===== src/rtl/mac_pkg.sv =====
// Shared constants, state encoding and helpers for the matrix-multiply
// sequencer and its output packer.
package mac_pkg;

    localparam int DIM_MAX     = 8;
    localparam int OUT_ENTRIES = 16;
    localparam int SLOT_W      = 16;
    localparam int SLOTS       = 4;

    localparam int M_MSB = 11;
    localparam int M_LSB = 8;
    localparam int N_MSB = 7;
    localparam int N_LSB = 4;
    localparam int T_MSB = 3;
    localparam int T_LSB = 0;

    typedef enum logic [3:0] {
        ST_IDLE,
        ST_RD_I,
        ST_LD_I,
        ST_RD_W,
        ST_GO,
        ST_WAIT,
        ST_WR,
        ST_ZWR,
        ST_FIN
    } state_e;

    function automatic logic [7:0] n_to_mask(input logic [3:0] n);
        logic [8:0] m;
        m = (9'd1 << n) - 9'd1;
        return m[7:0];
    endfunction

endpackage


===== src/rtl/mac_out_packer.sv =====
// Four 16-bit result slots concatenated into one 64-bit output word,
// slot 0 in the most significant position.
module mac_out_packer
    import mac_pkg::*;
(
    input  logic                    clk_i,
    input  logic                    rst_ni,
    input  logic                    clr_i,
    input  logic                    wr_i,
    input  logic [1:0]              slot_i,
    input  logic [SLOT_W-1:0]       data_i,
    output logic [SLOTS*SLOT_W-1:0] word_o
);

    logic [SLOTS-1:0][SLOT_W-1:0] slot_q;

    always_ff @(posedge clk_i or negedge rst_ni) begin
        if (!rst_ni) begin
            slot_q <= '0;
        end else if (clr_i) begin
            slot_q <= '0;
        end else if (wr_i) begin
            slot_q[slot_i] <= data_i;
        end
    end

    assign word_o = {slot_q[0], slot_q[1], slot_q[2], slot_q[3]};

endmodule


===== src/rtl/mac_ctrl.sv =====
// Sequencer for the 8x8 int8 matrix-multiply engine: walks the input and
// weight SRAMs, drives the MAC datapath and fills all output SRAM entries.
module mac_ctrl #(
    parameter int OUT_ENTRIES = 16,
    parameter int DIM_MAX     = 8
) (
    input  logic        CLK,
    input  logic        RSTN,
    input  logic        START,
    input  logic [11:0] MNT,
    output logic        BUSY,
    output logic        DONE,
    output logic        ERR,
    output logic        EN_I,
    output logic [2:0]  ADDR_I,
    output logic        EN_W,
    output logic [2:0]  ADDR_W,
    output logic        EN_O,
    output logic        RW_O,
    output logic [3:0]  ADDR_O,
    output logic [63:0] WDATA_O,
    output logic        DP_LD_I,
    output logic        DP_LD_W,
    output logic        DP_GO,
    output logic [7:0]  DP_NMASK,
    input  logic        DP_DONE,
    input  logic [15:0] DP_RES
);

    import mac_pkg::*;

    state_e      state_q, state_d;
    logic [2:0]  t_q, t_d, m_q, m_d;
    logic [3:0]  addr_q, addr_d;
    logic [3:0]  mlim_q, mlim_d, tlim_q, tlim_d;
    logic [7:0]  nmask_q, nmask_d;
    logic        armed_q, armed_d, err_q, err_d;
    logic        pk_clr, pk_wr;
    logic [63:0] pk_word;
    logic [3:0]  f_m, f_n, f_t, t_nxt;
    logic        legal, last_m, last_addr;

    assign f_m = MNT[M_MSB:M_LSB];
    assign f_n = MNT[N_MSB:N_LSB];
    assign f_t = MNT[T_MSB:T_LSB];

    assign legal = (f_m != 4'd0) && (f_m <= 4'(DIM_MAX))
                && (f_n != 4'd0) && (f_n <= 4'(DIM_MAX))
                && (f_t != 4'd0) && (f_t <= 4'(DIM_MAX));

    assign last_m    = ({1'b0, m_q} == mlim_q - 4'd1);
    assign last_addr = (addr_q == 4'(OUT_ENTRIES - 1));
    assign t_nxt     = {1'b0, t_q} + 4'd1;

    always_comb begin
        state_d = state_q;
        t_d     = t_q;
        m_d     = m_q;
        addr_d  = addr_q;
        mlim_d  = mlim_q;
        tlim_d  = tlim_q;
        nmask_d = nmask_q;
        armed_d = armed_q;
        err_d   = err_q;
        pk_clr  = 1'b0;
        pk_wr   = 1'b0;
        unique case (state_q)
            ST_IDLE: begin
                if (START && armed_q) begin
                    armed_d = 1'b0;
                    if (legal) begin
                        mlim_d  = f_m;
                        tlim_d  = f_t;
                        nmask_d = n_to_mask(f_n);
                        t_d     = '0;
                        m_d     = '0;
                        addr_d  = '0;
                        err_d   = 1'b0;
                        pk_clr  = 1'b1;
                        state_d = ST_RD_I;
                    end else begin
                        err_d   = 1'b1;
                        state_d = ST_FIN;
                    end
                end else if (!START) begin
                    armed_d = 1'b1;
                end
            end
            ST_RD_I: state_d = ST_LD_I;
            ST_LD_I: state_d = ST_RD_W;
            ST_RD_W: state_d = ST_GO;
            ST_GO:   state_d = ST_WAIT;
            ST_WAIT: begin
                if (DP_DONE) begin
                    pk_wr = 1'b1;
                    if (m_q[1:0] == 2'd3 || last_m) begin
                        state_d = ST_WR;
                    end else begin
                        m_d     = m_q + 3'd1;
                        state_d = ST_RD_W;
                    end
                end
            end
            ST_WR, ST_ZWR: begin
                addr_d = addr_q + 4'd1;
                pk_clr = 1'b1;
                if (last_addr) begin
                    state_d = ST_FIN;
                end else if (!addr_q[0]) begin
                    // Upper half of a row: more columns, or a zero word
                    if (state_q == ST_WR && !last_m) begin
                        m_d     = m_q + 3'd1;
                        state_d = ST_RD_W;
                    end else begin
                        state_d = ST_ZWR;
                    end
                end else begin
                    t_d     = t_nxt[2:0];
                    m_d     = '0;
                    state_d = (t_nxt < tlim_q) ? ST_RD_I : ST_ZWR;
                end
            end
            ST_FIN: begin
                state_d = ST_IDLE;
                if (!START) armed_d = 1'b1;
            end
            default: state_d = ST_IDLE;
        endcase
    end

    always_ff @(posedge CLK or negedge RSTN) begin
        if (!RSTN) begin
            state_q <= ST_IDLE;
            t_q     <= '0;
            m_q     <= '0;
            addr_q  <= '0;
            mlim_q  <= '0;
            tlim_q  <= '0;
            nmask_q <= '0;
            armed_q <= 1'b0;
            err_q   <= 1'b0;
        end else begin
            state_q <= state_d;
            t_q     <= t_d;
            m_q     <= m_d;
            addr_q  <= addr_d;
            mlim_q  <= mlim_d;
            tlim_q  <= tlim_d;
            nmask_q <= nmask_d;
            armed_q <= armed_d;
            err_q   <= err_d;
        end
    end

    mac_out_packer u_packer (
        .clk_i  (CLK),
        .rst_ni (RSTN),
        .clr_i  (pk_clr),
        .wr_i   (pk_wr),
        .slot_i (m_q[1:0]),
        .data_i (DP_RES),
        .word_o (pk_word)
    );

    assign BUSY     = (state_q != ST_IDLE) && (state_q != ST_FIN);
    assign DONE     = (state_q == ST_FIN);
    assign ERR      = DONE && err_q;
    assign EN_I     = (state_q == ST_RD_I);
    assign ADDR_I   = EN_I ? t_q : '0;
    assign EN_W     = (state_q == ST_RD_W);
    assign ADDR_W   = EN_W ? m_q : '0;
    assign EN_O     = (state_q == ST_WR) || (state_q == ST_ZWR);
    assign RW_O     = EN_O;
    assign ADDR_O   = EN_O ? addr_q : '0;
    assign WDATA_O  = (state_q == ST_WR) ? pk_word : '0;
    assign DP_LD_I  = (state_q == ST_LD_I);
    assign DP_LD_W  = (state_q == ST_GO);
    assign DP_GO    = (state_q == ST_GO);
    assign DP_NMASK = nmask_q;

endmodule


===== config.mk =====
export PLATFORM = sky130hd
export DESIGN_NAME = mac_ctrl
export DESIGN_NICKNAME = d
export VERILOG_FILES = /design/src/rtl/mac_pkg.sv /design/src/rtl/mac_out_packer.sv /design/src/rtl/mac_ctrl.sv
export SDC_FILE = /design/constraint.sdc
export NUM_CORES = 1
export LEC_CHECK = 0
export CORE_ASPECT_RATIO = 2
export CORE_MARGIN = 1
export CORE_UTILIZATION = 54
export CTS_CLUSTER_SIZE = 16
export DETAILED_ROUTE_END_ITERATION = 8
export GPL_TIMING_DRIVEN = 0
export MAX_ROUTING_LAYER = met4
export PLACE_DENSITY = 0.83
export SLEW_MARGIN = 20
export SYNTH_ARGS = -nofsm -noshare
export SYNTH_HDL_FRONTEND = slang
export SYNTH_HIERARCHICAL = 1
export SYNTH_SLANG_ARGS = --single-unit

===== constraint.sdc =====
create_clock -name CLK -period 4.1 [get_ports CLK]
set_clock_uncertainty 0.05 [all_clocks]
set_input_delay 0.82 -clock CLK [delete_from_list [all_inputs] [get_ports CLK]]
set_output_delay 0.82 -clock CLK [all_outputs]
set_load 0.005 [all_outputs]

# After elaboration in Yosys (flattened, before gate mapping)
# Index checks and enable logic that the tools add are counted.
dict set report word_totals {
  out_inout_bits 92
  word_cells 114
  ff_bits 96
}
dict set report op_classes {
  n_eq_ne 19
  shift 1
  n_mux 41
  n_reduce_logical 29
  magnitude_cmp 6
  addsub 5
}
# cell count
set ops {}
lappend ops {{64-bit 2-to-1 mux} 3}
lappend ops {{64-bit bitwise mux} 1}
lappend ops {{3-bit 2-to-1 mux} 14}
lappend ops {{16-bit demux with 2-bit select} 1}
lappend ops {{4-bit 2-to-1 mux} 8}
lappend ops {{4-bit one-hot mux with 7 select lines} 1}
lappend ops {{4-bit by 3-bit == test with 1-bit output (second input constant)} 4}
lappend ops {{16-bit 2-to-1 mux} 1}
lappend ops {{4-bit nonzero test} 4}
lappend ops {{4-bit less-or-equal comparator (second input constant)} 3}
lappend ops {{2-bit inequality test (second input constant)} 6}
lappend ops {{1-bit logical AND} 10}
lappend ops {{3-bit one-hot mux with 3 select lines} 1}
lappend ops {{4-bit by 2-bit == test with 1-bit output (second input constant)} 2}
lappend ops {{4-bit == test (second input constant)} 2}
lappend ops {{4-bit one-hot mux with 2 select lines} 1}
lappend ops {{1-bit by 4-bit << shifter with 8-bit output (first input constant)} 1}
lappend ops {{8-bit by 1-bit subtractor with 8-bit output (second input constant)} 1}
lappend ops {{1-bit 2-to-1 mux} 7}
lappend ops {{7-bit AND reduction} 1}
lappend ops {{3-bit one-hot mux with 2 select lines} 1}
lappend ops {{3-bit AND reduction} 2}
lappend ops {{2-bit nonzero test} 3}
lappend ops {{5-bit AND reduction} 1}
lappend ops {{19 further kinds} 22}

# Logic depth before layout (Yosys ltp)
# Gate-level depths: netlist (run 1).
dict set report depth {
  depth_word 10
  ltp_mapped 10
  depth_no_buf 9
}

# Cells and area by module
# The synthesis (run 1) kept the hierarchy.
# module area_each_um2 seq_area_each_um2 cells_each n_inst
set modules_own_cells {}
lappend modules_own_cells {mac_out_packer 2882.8 1601.5 230 1}
lappend modules_own_cells {mac_ctrl 2397.3 800.8 289 1}

# Least setup slack after synthesis (run 1)
# Ideal clock, no wire load.
dict set report synth_timing {
  kind {input port to flip-flop}
  start {in MNT[1]}
  end {reg u_packer.slot_q (netlist bit u_packer/word_o[32])}
  setup_slack_ns 1.301
  required_time_ns 3.920
  t_arrival_ns 2.619
  setup_ns 0.130
  path_stages 10
  path_cell_list {nor3_1 > xnor2_1 > nand4_1 > or3_1 > buf_6 > buf_2 > nand2_1 > clkbuf_1 > nand2b_1 > mux2i_1}
}
dict set report synth_between {
  elab_chain_cells 7
  word_cells_on_any_way 9
  cone_classes {1 x order compare; 4 x mux; 4 x reduce/logical}
}
# item line
set synth_lines {}
lappend synth_lines {{start: declaration} mac_ctrl.sv:10} ;# input logic [11:0] MNT,
lappend synth_lines {{parallel branches: the longest is 2 deep, another holds 4-bit less-or-equal comparator} n/a}
lappend synth_lines {{1-bit logical AND (*)} mac_ctrl.sv:49} ;# && (f_t != 4'd0) && (f_t <= 4'(DIM_MAX));
lappend synth_lines {{1-bit 2-to-1 mux (*)} mac_ctrl.sv:71} ;# if (legal) begin
lappend synth_lines {{1-bit 2-to-1 mux (*)} mac_ctrl.sv:69} ;# if (START && armed_q) begin
lappend synth_lines {{1-bit one-hot mux with 2 select lines (*)} mac_ctrl.sv:67} ;# unique case (state_q)
lappend synth_lines {{via pk_clr} mac_ctrl.sv:38} ;# logic pk_clr, pk_wr;
lappend synth_lines {{64-bit 2-to-1 mux / 2-bit nonzero test (equally long branches)} n/a}
lappend synth_lines {{end signal: indexed assignment} mac_out_packer.sv:23} ;# slot_q[slot_i] <= data_i;
lappend synth_lines {{end: declaration} mac_out_packer.sv:15} ;# logic [SLOTS-1:0][SLOT_W-1:0] slot_q;
# Mark *: on every way through the listed nets, which the timed path passes.
# A chain may end at the register's enable or synchronous reset.

# Final worst setup path (run 1)
dict set report layout_timing {
  start {reg state_q[3]}
  end {out WDATA_O[34]}
}
dict set report layout_between {
  elab_chain_cells 2
}
# item line
set layout_lines {}
lappend layout_lines {{start: declaration} mac_ctrl.sv:32} ;# state_e state_q, state_d;
lappend layout_lines {{start signal: assignment} mac_ctrl.sv:143} ;# state_q <= state_d;
lappend layout_lines {{4-bit by 3-bit == test with 1-bit output} mac_ctrl.sv:175} ;# assign WDATA_O = (state_q == ST_WR) ? pk_word : '0;
lappend layout_lines {{64-bit 2-to-1 mux} mac_ctrl.sv:175}
lappend layout_lines {{end: declaration} mac_ctrl.sv:21} ;# output logic [63:0] WDATA_O,
# No other way between the ends.

==> out/summary.txt, run 1 <==
Initial Utilization: 0.5589
Synth top cells by count: dfrtp_1, nand2b_1, and2_1, mux2i_1, nand2_1
Via count: 4242
Post-synth EDFFs: 0
Std-Cell Rows: 50
Hold_ws: 267.8 ps
First-pass GRT wire length: 22320 um
Placed Instances: 773
CP Class: flop to output pin
Setup TNS: 0 ps
Chip height: 141.8 um
CP Cell Sequence: clkbuf_1 > nand2b_1 > nor3b_1 > clkbuf_2 > clkbuf_1 > and2_1 > clkdlybuf4s50_1
Total Routing Usage GR: 0.2980
Via/cell ratio: 5.376
Reg2reg start: state_q[2]
Initial antenna violation count: 0
Post-Syn Nets: 559
CTS root buffer: clkbuf_16
Worst EP arrival: 2950 ps
Fin crit share: 0.9315
Headroom to the max-slew limit: 0.5913
Drt initial violations: 191
Wire per inst: 17.50 um
Pleak: 0.003358 uW
# Post-CTS Setup Buffers: 0
Hold Fails Final Rpt: 0
Status: finished clean
Slew Limit Fails: 0
Chip width: 71.92 um
CTS tree: done
Number of diodes: 0
Critical path's most frequent cell: clkbuf_1
PwrDens: 358.4 nW/um2
F_max: 0.2618 GHz
Critical Path Max Stage Delay: 510 ps
Tmin final: 3819 ps
Synthesized cell area: 5280 um2
Final GP Congestion: 0.9168
Crit path launch type: flop
CORE AREA: 9447 um2
Yosys cell types: 47
Total grt overflow: 0
Area leader, netlist: dfrtp_1
DP Wirelength: 10670 um
Clock slew at reported path FFs: 70 ps
Top-level port count: 124
Max Cap Viol: 0
Fin cells: 789
Async SR Flop Fraction: 1.000
Fin nets: 694
Predominant post-synthesis flop cell: dfrtp_1
Cts bufs inserted: 9
Synth warn: 6
RSZ-0062 raised after global routing: false
Filler cell count: 705
FF+latch count, synth: 96
DRC viols: 0
H-tree depth: 3
Top cells by area, synth: dfrtp_1, mux2i_1, nand2b_1
CP max FO: 10
Slowest cell on the critical path: clkdlybuf4s50_1
IO Port Bufs: 123
Largest net degree at the start of global routing: 75
Register area share after synthesis: 0.4550
Top-count cell post-synth: dfrtp_1
Synthesized area per cell: 10.17 um2
Placed Area: 6703 um2
Max Root-Sink Buffers: 2
Worst path top cell family by delay: buffers and inverters
Share of the synthesized area in the top cell type: 0.4550
Peak supply drop: 0.3947 mV
Worst Tran Pin Value: 606.6 ps
Final number of setup-violating endpoints: 0
Clock sinks: 96
Final WL: 13810 um
Area Growth Syn to Fin: 32.77%
Post-route cell area: 7010 um2
Clk Latency, worst-skew pair: 340 ps
Crit. Startpoint: state_q[3]
Vias in the first global route: 4553
Type of the worst min-delay path: input pin to async pin
Die ar.: 10200 um2
CP required: 3230 ps
Crit. End Element: output pin
Cells after Synth: 519
ANT nets after route: 0
CP bufs+invs: 4
Share of layout cells above drive strength 1: 0.06829
Post-CTS Hold Buffers: 0
Layout Utilization: 0.7421
DRT Pass-1 Iters: 4
worst register-to-register path, cell delays in order (launching register included):
cell	delay, ps
dfrtp_1	380
buf_2	180
nor2_1	180
nand2_1	90
or3_1	410
buf_6	170
buf_2	210
nand2_1	230
clkbuf_1	350
nand2b_1	330
mux2i_1	130
routing by layer:
layer,global-route usage,vias to the layer above,part of all wire
met3,0.03338,39,0.033
met2,0.5487,141,0.57
met5,-,-,0
met4,0.1579,0,0.040
li1,-,2005,-
met1,0.2998,2057,0.36
repair_timing:
| item | in CTS | in global routing |
|---|---|---|
| resized for setup | 0 | 2 |
| hold endpoints to repair | 0 | 0 |
| setup endpoints to repair | 0 | 7 |
per-stage QoR:
stage	power, uW	setup slack, ps
after floorplan	1420	1301
after global placement	1640	-1314
after detailed placement	1671	-59.05
after CTS	2531	37.93
after global routing	2631	122.5
final	2512	280.7
layout make-up:
type                       instances  area, um2  share of cell area
inverter                          14      52.55            0.007496
multi-input combinational        376       2639              0.3764
tap                              130      162.7             0.02320
timing repair buffer             124       1260              0.1797
clock inverter                     5      63.81            0.009102
clock buffer                      11      242.7             0.03462
buffer                            33      187.7             0.02677
sequential                        96       2402              0.3427
kinds of logic after synthesis:
family / after synthesis / synth area share
AO/OA/AOI/OAI: 46 / 0.05261
XOR/XNOR: 6 / 0.009953
adder cells (fa/ha/maj): 8 / 0.01896
buffers and inverters: 47 / 0.04526
flip-flops: 96 / 0.4550
multiplexers: 76 / 0.1474
AND/OR/NAND/NOR: 240 / 0.2709
registers in the layout (all words and copies together), names as in the netlist, 3 cells and up:
name and flops:
mlim_q 4, state_q 4, DP_NMASK 8, u_packer/word_o 64
t_q 3, addr_q 4, m_q 3, tlim_q 4
power breakdown:
group	internal [uW]	switching [uW]	total (uW)
sequential	1060	85.1	1150
combinational	266	243	510
clock	494	361	855
final timing paths:
path	endpoint	slack [ps]	cells past startpoint
max	WDATA_O[34]	280	7
min	u_packer/word_o[58]	270	1
max reg2reg	u_packer/word_o[51]	1270	10
min reg2reg	DP_NMASK[1]	440	2
min in group CLK	DP_NMASK[1]	440	2
max in group asynchronous	state_q[1]	3090	2
cell usage in the layout, fill, tap and decap left out, types with 3 or more instances in the layout:
cell / Yosys / routed
a21o_1: 4 / 4
a21oi_1: 12 / 12
a31oi_1: 3 / 3
and2_1: 75 / 75
and3_1: 4 / 4
buf_2: 4 / 4
buf_4: 5 / 5
buf_6: 3 / 4
clkbuf_1: 20 / 20
clkbuf_16: 0 / 9
clkdlybuf4s50_1: 0 / 122
dfrtp_1: 96 / 96
ha_1: 8 / 8
inv_1: 14 / 14
mux2_2: 8 / 8
mux2i_1: 65 / 65
nand2_1: 21 / 21
nand2b_1: 86 / 86
nand3_1: 11 / 11
nand3b_1: 8 / 8
nor2_1: 12 / 12
nor2b_1: 3 / 3
nor3_1: 6 / 6
nor4_1: 3 / 3
o21a_1: 3 / 3
o21ai_0: 15 / 15
xor2_1: 4 / 4
Power figures use the tool's default switching activity.
==> run 2: changes to the inputs <==
Settings changed: CTS_CLUSTER_SIZE 16 to 14, SLEW_MARGIN 20 to 25.
==> results of run 2 <==
Final layout, timing and power as in run 1 (identical DEF).
